<file path="src/rtl/single_port_ram_no_change.sv">
// Single-port block RAM, no-change write mode, registered output.
// Read data passes a read latch and an output register (2-cycle latency).
module single_port_ram_no_change #(
    parameter int RAM_WIDTH = 8,
    parameter int RAM_DEPTH = 16,
    localparam int ADDR_WIDTH = (RAM_DEPTH > 1) ? $clog2(RAM_DEPTH) : 1
) (
    input  logic                  clock,
    input  logic                  reset,
    input  logic [ADDR_WIDTH-1:0] address_bus,
    input  logic [RAM_WIDTH-1:0]  data_input,
    input  logic                  write_enable,
    input  logic                  enable,
    input  logic                  register_enable,
    output logic [RAM_WIDTH-1:0]  data_output
);

    localparam logic [ADDR_WIDTH:0] LAST_ADDR = (ADDR_WIDTH + 1)'(RAM_DEPTH - 1);

    logic [RAM_WIDTH-1:0] mem [RAM_DEPTH] = '{default: '0};
    logic [RAM_WIDTH-1:0] ram_data = '0;
    logic [RAM_WIDTH-1:0] out_q = '0;
    logic                 in_range;

    // Only matters when RAM_DEPTH is not a power of two.
    assign in_range = ({1'b0, address_bus} <= LAST_ADDR);

    always_ff @(posedge clock) begin
        if (enable) begin
            if (write_enable) begin
                if (in_range) begin
                    mem[address_bus] <= data_input;
                end
            end else begin
                ram_data <= in_range ? mem[address_bus] : '0;
            end
        end
    end

    always_ff @(posedge clock) begin
        if (reset) begin
            out_q <= '0;
        end else if (register_enable) begin
            out_q <= ram_data;
        end
    end

    assign data_output = out_q;

endmodule

</file>
<file path="config.mk">
export PLATFORM = sky130hd
export DESIGN_NAME = single_port_ram_no_change
export DESIGN_NICKNAME = d
export VERILOG_FILES = /design/src/rtl/single_port_ram_no_change.sv
export SDC_FILE = /design/constraint.sdc
export NUM_CORES = 1
export LEC_CHECK = 0
export CORE_AREA = 4 4 87 130
export CTS_CLUSTER_SIZE = 28
export DETAILED_ROUTE_END_ITERATION = 8
export DIE_AREA = 0 0 91 134
export PLACE_DENSITY = 0.72
export SLEW_MARGIN = 20
export SYNTH_ARGS = -nofsm -noshare
export SYNTH_HDL_FRONTEND = slang
export SYNTH_SLANG_ARGS = --single-unit
</file>
<file path="constraint.sdc">
create_clock -name clock -period 3.7 [get_ports clock]
set_input_delay 0.74 -clock clock [delete_from_list [all_inputs] [get_ports clock]]
set_output_delay 0.74 -clock clock [all_outputs]
set_load 0.05 [all_outputs]
</file>
==> flow_summary.json, run 1 <==
{
  "outcome": "finished clean",
  "seq_area_frac_synth": 0.770,
  "path_cells": "clkdlybuf4s50_1 > buf_4 > nand4b_1 > nor3_1 > buf_4",
  "drt-total-wl_um": 10500,
  "grt_pass1_wl_um": 16400,
  "cts.sinks": 144,
  "numPortBuffers": 24,
  "holdBufCountCts": 0,
  "fin_nets": 323,
  "die_h_um": 134,
  "grt_start_max_net_pins": 37,
  "ys_ff_latch": 144,
  "hold_path.class": "reg2reg",
  "path_max_fanout": 15,
  "period_share": 0.657,
  "ctsResizeCount": 0,
  "gp_congestion": 0.781,
  "diodes": 0,
  "hold_viol": 0,
  "arrival_ns": 2.55,
  "cts-htree-levels": 4,
  "path_common_cell": "buf_4",
  "place_hpwl_um": 6480,
  "syn_inst": 260,
  "whs_ns": 0.494,
  "tritoncts": "built",
  "ant_nets": 0,
  "fmax_mhz": 411,
  "num_vias": 2661,
  "grt_usage": 0.189,
  "clk_pin_slew_ns": 0.06,
  "rsz0062_at_grt": "false",
  "peakVddDrop_v": 0.000355,
  "syn_nets": 277,
  "drt_iter0_drc": 247,
  "crit_path_max_incr_delay_ns": 0.93,
  "start_util": 0.544,
  "relSlewSlack": 0.300,
  "leakage_nw": 2.25,
  "rows": 45,
  "fillers": 665,
  "worstSkewPairLatency_ns": 0.41,
  "drt-vias-per-instance": 6.10,
  "die_x_um": 91,
  "min_period_ns": 2.43,
  "slowest_stage": "clkdlybuf4s50_1",
  "startpoint_type": "input pin",
  "gr-total-overflow": 0,
  "synthToLayoutAreaGrowth_pct": 20.3,
  "cts-root-buf": "clkbuf_16",
  "crit_buf_inv": 3,
  "post_drt_wl_per_cell_um": 24.1,
  "report.final.slew_viol_count": 0,
  "tns_ns": 0,
  "numCtsBuffers": 17,
  "drtPass1Iterations": 5,
  "io_pins": 25,
  "max_slew.worst_pin.slew_ns": 1.05,
  "cts.path.max_buffers": 2,
  "worstSetupPathType": "in2reg",
  "crit_family": "buffers and inverters",
  "avgSynthCellArea_um2": 21.2,
  "yosys_warnings": 0,
  "setup_viol": 0,
  "post_cts_buffers": 0,
  "drcViolationCount": 0,
  "core-area_mm2": 0.0101,
  "drv_cap": 0,
  "powerDensity_mw_per_mm2": 589,
  "fp.dieArea_mm2": 0.0122,
  "antenna_found_initial": 0,
  "worstSetupEndpointType": "flop",
  "grt_pass1_vias": 2816,
  "netlist_area_mm2": 0.00551,
  "cp.required_ns": 3.82,
  "fin_worst_skew_ns": 0.00677,
  "drive_gt1_frac": 0.207,
  "synth.distinct_cells": 20
}
through the flow:
step	utilization	total power [mW]	std cells	area (µm²)	worst slack, ns
global route	0.655	4.02	436	6640	1.16
floorplan	-	1.96	260	5510	1.24
finish	0.655	3.91	436	6640	1.27
detailed placement	0.588	2.03	404	5960	0.823
global placement	0.588	2.02	404	5960	0.840
CTS	0.655	3.94	436	6640	1.25
cell usage after synthesis:
cell      count  area (µm²)
or3_1         1        6.26
edfxtp_1    136        4080
buf_1         4        15.0
and2_1        1        6.26
mux2i_1       8        80.1
buf_8         1        15.0
nand4b_1      2        17.5
mux4_2       16         360
mux4_1       16         420
nand4_1       1        6.26
nand2_1      10        37.5
nand2b_1      2        12.5
nor3_1        4        20.0
dfxtp_1       8         160
buf_2         2        10.0
a22oi_1      16         120
nor2_1       21        78.8
nor2b_1       3        18.8
buf_6         2        22.5
clkbuf_1      6        22.5
sequential cells by signal (all words and copies together), names as in the netlist:
register,cells
ram_data,8
data_output,8
mem,128
cells by family after synthesis:
family	count (synthesis)	share of synthesized area
compound gates	16	0.0218
buf+inv	15	0.0154
flops	144	0.770
mux	40	0.156
simple gates	45	0.0370
path summary, 6_finish.rpt:
path	from	end	slack, ns	depth (start not counted)
hold / removal	data_output[3]$_SDFFE_PP0P_	data_output[3]$_SDFFE_PP0P_	0.49	2
setup / recovery	address_bus[1]	mem[2][7]$_DFFE_PP_	1.27	5
hold reg to reg	data_output[3]$_SDFFE_PP0P_	data_output[3]$_SDFFE_PP0P_	0.49	2
setup reg to reg	mem[1][4]$_DFFE_PP_	ram_data[4]$_DFFE_PP_	2.20	3
final cells by class:
cell class                      instances  area [µm²]  area share
Clock buffer                           18         439      0.0662
Clock inverter                         14         238      0.0358
Multi-Input combinational cell        101        1180       0.179
Sequential cell                       144        4240       0.640
Tap cell                              117         146      0.0221
Timing Repair Buffer                   42         383      0.0577
placed cells by master (no fill, tap or decap):
cell               n
a22oi_1           16
and2_1             1
buf_12             1
buf_2              1
buf_4             17
bufinv_16          6
clkbuf_16         17
clkbuf_8           1
clkdlybuf4s50_1   23
clkinv_1           1
clkinv_2           1
clkinv_4           3
clkinvlp_4         3
dfxtp_1            8
edfxtp_1         136
mux2i_1            8
mux4_1            16
mux4_2            16
nand2_1           10
nand2b_1           2
nand4_1            1
nand4b_1           2
nor2_1            21
nor2b_1            3
nor3_1             4
or3_1              1
power by group:
| group | internal (mW) | switching, mW | total, mW |
|---|---|---|---|
| sequential | 1.81 | 0.00763 | 1.82 |
| clock | 1.28 | 0.636 | 1.92 |
| combinational | 0.0741 | 0.100 | 0.175 |
| total | 3.17 | 0.744 | 3.91 |
layer usage:
layer | GRT usage | routed length, µm | share of wire | vias up
li1 | - | - | - | 1174
met1 | 0.227 | 4070 | 0.39 | 1376
met2 | 0.315 | 5730 | 0.54 | 96
met3 | 0.0539 | 506 | 0.048 | 15
met4 | 0.0881 | 219 | 0.021 | 0
met5 | 0 | 0 | 0 | -
worst min-delay path: cells and delay by family, from the launching register on:
family | cells | cell delay (ns)
flops | 1 | 0.33
simple gates | 1 | 0.07
mux | 1 | 0.06
Note: power is estimated with default switching activity, not from simulation.
==> inputs of run 2 (changes only) <==
clock period = 2.5 ns   (was 3.7 ns; I/O delays follow)
==> flow_summary.json, run 2 (synthesized netlist as in run 1, its figures left out) <==
{
  "cts-htree-levels": 4,
  "period_share": 0.815,
  "synthToLayoutAreaGrowth_pct": 19.7,
  "r2r_cells": 3,
  "max_slew.worst_pin.slew_ns": 0.577,
  "crit-reg2reg-launch": "mem[0][0]$_DFFE_PP_",
  "hold_path.class": "reg2reg",
  "tns_ns": 0,
  "setup_viol": 0,
  "io_pins": 25,
  "drv_cap": 0,
  "finalPower_mw": 5.37,
  "numCtsBuffers": 17,
  "post_drt_wl_per_cell_um": 21.9,
  "antenna_found_initial": 0,
  "fin_cells": 442,
  "relSlewSlack": 0.614,
  "fp.dieArea_mm2": 0.0122,
  "path_max_fanout": 2,
  "cts.path.max_buffers": 2,
  "timing.reg2reg.setup_slack_ns": 0.99,
  "post_cts_buffers": 0,
  "outcome": "finished clean",
  "layout.cells.most_common": "edfxtp_1",
  "leakage_nw": 2.25,
  "drive_gt1_frac": 0.212,
  "tritoncts": "built",
  "drt-total-wl_um": 9690,
  "gr-total-overflow": 0,
  "dp.cells": 411,
  "clk_pin_slew_ns": 0.05,
  "top_layer_used": "met4",
  "place_ws_ns": 0.195,
  "powerDensity_mw_per_mm2": 814,
  "layout_common_cells": "136 x edfxtp_1, 23 x clkdlybuf4s50_1, 23 x buf_4",
  "cts.sinks": 144,
  "rows": 45,
  "drt-vias-per-instance": 5.93,
  "setup_ws_ns": 0.463,
  "ant_nets": 0,
  "startpoint_type": "flop",
  "cp.required_ns": 2.00,
  "timing.rr.end": "ram_data[0]$_DFFE_PP_",
  "start_util": 0.544,
  "stdcell_area_mm2": 0.00660,
  "cp-startpoint": "data_output[0]$_SDFFE_PP0P_",
  "final_util": 0.651,
  "fmax_mhz": 491,
  "worstSetupPathType": "reg2out",
  "slowest_stage": "clkdlybuf4s50_1",
  "drt-met1-wl_um": 3710,
  "largest_register": "mem",
  "grt_usage": 0.173,
  "fin_nets": 330,
  "postPlaceCellArea_mm2": 0.00602,
  "grt_pass1_vias": 2719,
  "die_x_um": 91,
  "diodes": 0,
  "rsz0062_at_grt": "false",
  "cts-root-buf": "clkbuf_16",
  "holdBufCountCts": 0,
  "wl_met3_um": 367,
  "report.final.slew_viol_count": 0,
  "cp-endpoint": "data_output[0]",
  "peakVddDrop_v": 0.000643,
  "die_h_um": 134,
  "core-area_mm2": 0.0101,
  "arrival_ns": 1.54,
  "path_cells": "clkdlybuf4s50_1",
  "crit_family": "buffers and inverters",
  "met2_length_um": 5460,
  "largest_reg_flops": 128,
  "num_vias": 2620,
  "drcViolationCount": 0,
  "worstSetupEndpointType": "output pin",
  "grt_start_max_net_pins": 37,
  "crit_cells": 1,
  "crit_path_max_incr_delay_ns": 0.80,
  "ctsResizeCount": 0,
  "hold_viol": 0,
  "crit_buf_inv": 1,
  "place_hpwl_um": 6480,
  "whs_ns": 0.486,
  "numPortBuffers": 24,
  "gp_congestion": 0.775,
  "drt_iter0_drc": 240,
  "worstSkewPairLatency_ns": 0.41,
  "min_period_ns": 2.04,
  "drtPass1Iterations": 4,
  "fin_worst_skew_ns": 0.00602,
  "grt_pass1_wl_um": 15400
}
-- run 2: power by group --
part | total, mW | internal [mW] | switching [mW]
Combinational | 0.267 | 0.118 | 0.149
Sequential | 2.69 | 2.68 | 0.0103
Clock | 2.41 | 1.56 | 0.849
Total | 5.37 | 4.36 | 1.01
-- run 2: per-layer routing --
metal / GRT usage / vias to the layer above
li1: - / 1189
met1: 0.201 / 1348
met5: 0 / -
met4: 0.0554 / 0
met2: 0.307 / 69
met3: 0.0505 / 14
-- run 2: worst min-delay path by stage --
stage	startpoint	endpoint	slack, ns	depth (start not counted)
2_1_floorplan	ram_data[0]$_DFFE_PP_	data_output[0]$_SDFFE_PP0P_	0.46	2
3_3_place_gp	ram_data[3]$_DFFE_PP_	data_output[3]$_SDFFE_PP0P_	0.47	2
3_5_place_dp	ram_data[6]$_DFFE_PP_	data_output[6]$_SDFFE_PP0P_	0.48	2
4_1_cts	ram_data[6]$_DFFE_PP_	data_output[6]$_SDFFE_PP0P_	0.49	2
5_1_grt	ram_data[6]$_DFFE_PP_	data_output[6]$_SDFFE_PP0P_	0.51	2
6_report	ram_data[6]$_DFFE_PP_	data_output[6]$_SDFFE_PP0P_	0.49	2
-- run 2: final cells by class --
| cell class | count | area [µm²] |
|---|---|---|
| clock buffer | 25 | 495 |
| clock inverter | 6 | 82.6 |
| fill | 659 | 3530 |
| multi-input combinational | 101 | 1180 |
| sequential | 144 | 4240 |
| tap | 117 | 146 |
| timing repair buffer | 49 | 448 |
==> inputs of run 3 (changes only) <==
clock period = 1.99 ns   (was 2.5 ns; I/O delays follow)
==> flow_summary.json, run 3 (synthesized netlist as in run 1, its figures left out) <==
{
  "gp_congestion": 0.848,
  "slowest_stage": "clkdlybuf4s50_1",
  "report.final.slew_viol_count": 0,
  "hold_viol": 0,
  "drt-total-wl_um": 9940,
  "ant_nets": 0,
  "antenna_found_initial": 0,
  "start_util": 0.544,
  "gr-total-overflow": 0,
  "drive_gt1_frac": 0.255,
  "grt_pass1_wl_um": 15600,
  "largest_register": "mem",
  "arrival_ns": 1.53,
  "cts.sinks": 144,
  "rows": 45,
  "path_cells": "clkdlybuf4s50_1",
  "core-area_mm2": 0.0101,
  "setup_viol": 0,
  "worstSkewPairLatency_ns": 0.41,
  "fmax_mhz": 518,
  "drv_cap": 0,
  "fin_worst_skew_ns": 0.00614,
  "cts-htree-levels": 4,
  "num_vias": 2684,
  "drtPass1Iterations": 4,
  "crit_path_max_incr_delay_ns": 0.80,
  "postPlaceCellArea_mm2": 0.00613,
  "crit_buf_inv": 1,
  "clk_pin_slew_ns": 0.06,
  "rsz0062_at_grt": "false",
  "numPortBuffers": 24,
  "die_x_um": 91,
  "io_pins": 25,
  "path_max_fanout": 2,
  "holdBufCountCts": 0,
  "grt_usage": 0.179,
  "synthToLayoutAreaGrowth_pct": 22.5,
  "ctsResizeCount": 0,
  "outcome": "finished clean",
  "worstSetupEndpointType": "output pin",
  "numCtsBuffers": 17,
  "grt_pass1_vias": 2843,
  "startpoint_type": "flop",
  "worstSetupPathType": "reg2out",
  "layout_common_cells": "136 x edfxtp_1, 27 x buf_4, 21 x nor2_1",
  "place_hpwl_um": 6740,
  "drt-vias-per-instance": 5.96,
  "tritoncts": "built",
  "diodes": 0,
  "peakVddDrop_v": 0.000654,
  "stdcell_area_mm2": 0.00675,
  "hold_path.class": "reg2reg",
  "dp.cells": 418,
  "fin_nets": 337,
  "multi_input_area_mm2": 0.00120,
  "grt_start_max_net_pins": 25,
  "fillers": 652,
  "fin_cells": 450,
  "drcViolationCount": 0,
  "cts-root-buf": "clkbuf_16",
  "crit_family": "buffers and inverters",
  "leakage_nw": 2.37,
  "largest_reg_flops": 128,
  "drt_iter0_drc": 180,
  "die_h_um": 134,
  "min_period_ns": 1.93,
  "relSlewSlack": 0.507,
  "ff_latch_area_mm2": 0.00424,
  "max_slew.worst_pin.slew_ns": 0.738,
  "cp.required_ns": 1.59,
  "layout.cells.most_common": "edfxtp_1",
  "cts.path.max_buffers": 2,
  "post_cts_buffers": 0,
  "post_drt_wl_per_cell_um": 22.1,
  "powerDensity_mw_per_mm2": 1020,
  "period_share": 0.969,
  "fp.dieArea_mm2": 0.0122
}
## run 3: report_power, final
group	internal (mW)	leakage (nW)	switching, mW
clock network	2.04	0.301	1.11
logic	0.162	0.772	0.193
registers	3.37	1.30	0.0130
## run 3: final cells by class
class,instances,area share
Tap cell,117,0.0217
Clock inverter,9,0.0154
Clock buffer,23,0.0752
Sequential cell,144,0.628
Multi-Input combinational cell,101,0.178
Timing Repair Buffer,56,0.0808
## run 3: final timing paths
path | from | to | cells past startpoint | slack, ns
max | data_output[2]$_SDFFE_PP0P_ | data_output[2] | 1 | 0.06
min reg2reg | ram_data[3]$_DFFE_PP_ | data_output[3]$_SDFFE_PP0P_ | 2 | 0.49
min | ram_data[3]$_DFFE_PP_ | data_output[3]$_SDFFE_PP0P_ | 2 | 0.49
max reg2reg | mem[0][4]$_DFFE_PP_ | ram_data[4]$_DFFE_PP_ | 3 | 0.43
## run 3: metal layers
metal | up-vias | global-route usage | routed length [µm]
met5 | - | 0 | 0
met4 | 0 | 0.0856 | 180
met3 | 19 | 0.0432 | 322
met2 | 78 | 0.317 | 5650
met1 | 1382 | 0.203 | 3790
li1 | 1205 | - | -
## run 3: through the flow
stage / hold slack, ns / TNS, ns / util / worst slack, ns / total power [mW]
2_1_floorplan: 0.457 / 0 / - / 0.0965 / 3.64
3_3_place_gp: 0.466 / -4.32 / 0.605 / -0.124 / 3.79
3_5_place_dp: 0.481 / -9.02 / 0.605 / -0.172 / 3.80
4_1_cts: 0.494 / 0 / 0.666 / 0.0266 / 6.94
5_1_grt: 0.518 / 0 / 0.666 / 0.0102 / 7.12
6_report: 0.488 / 0 / 0.666 / 0.0614 / 6.89
## run 3: tightest hold or removal path, cell delays in order, from the launching register on
cell and delay (ns):
edfxtp_1 0.32, mux2i_1 0.06, nor2_1 0.07
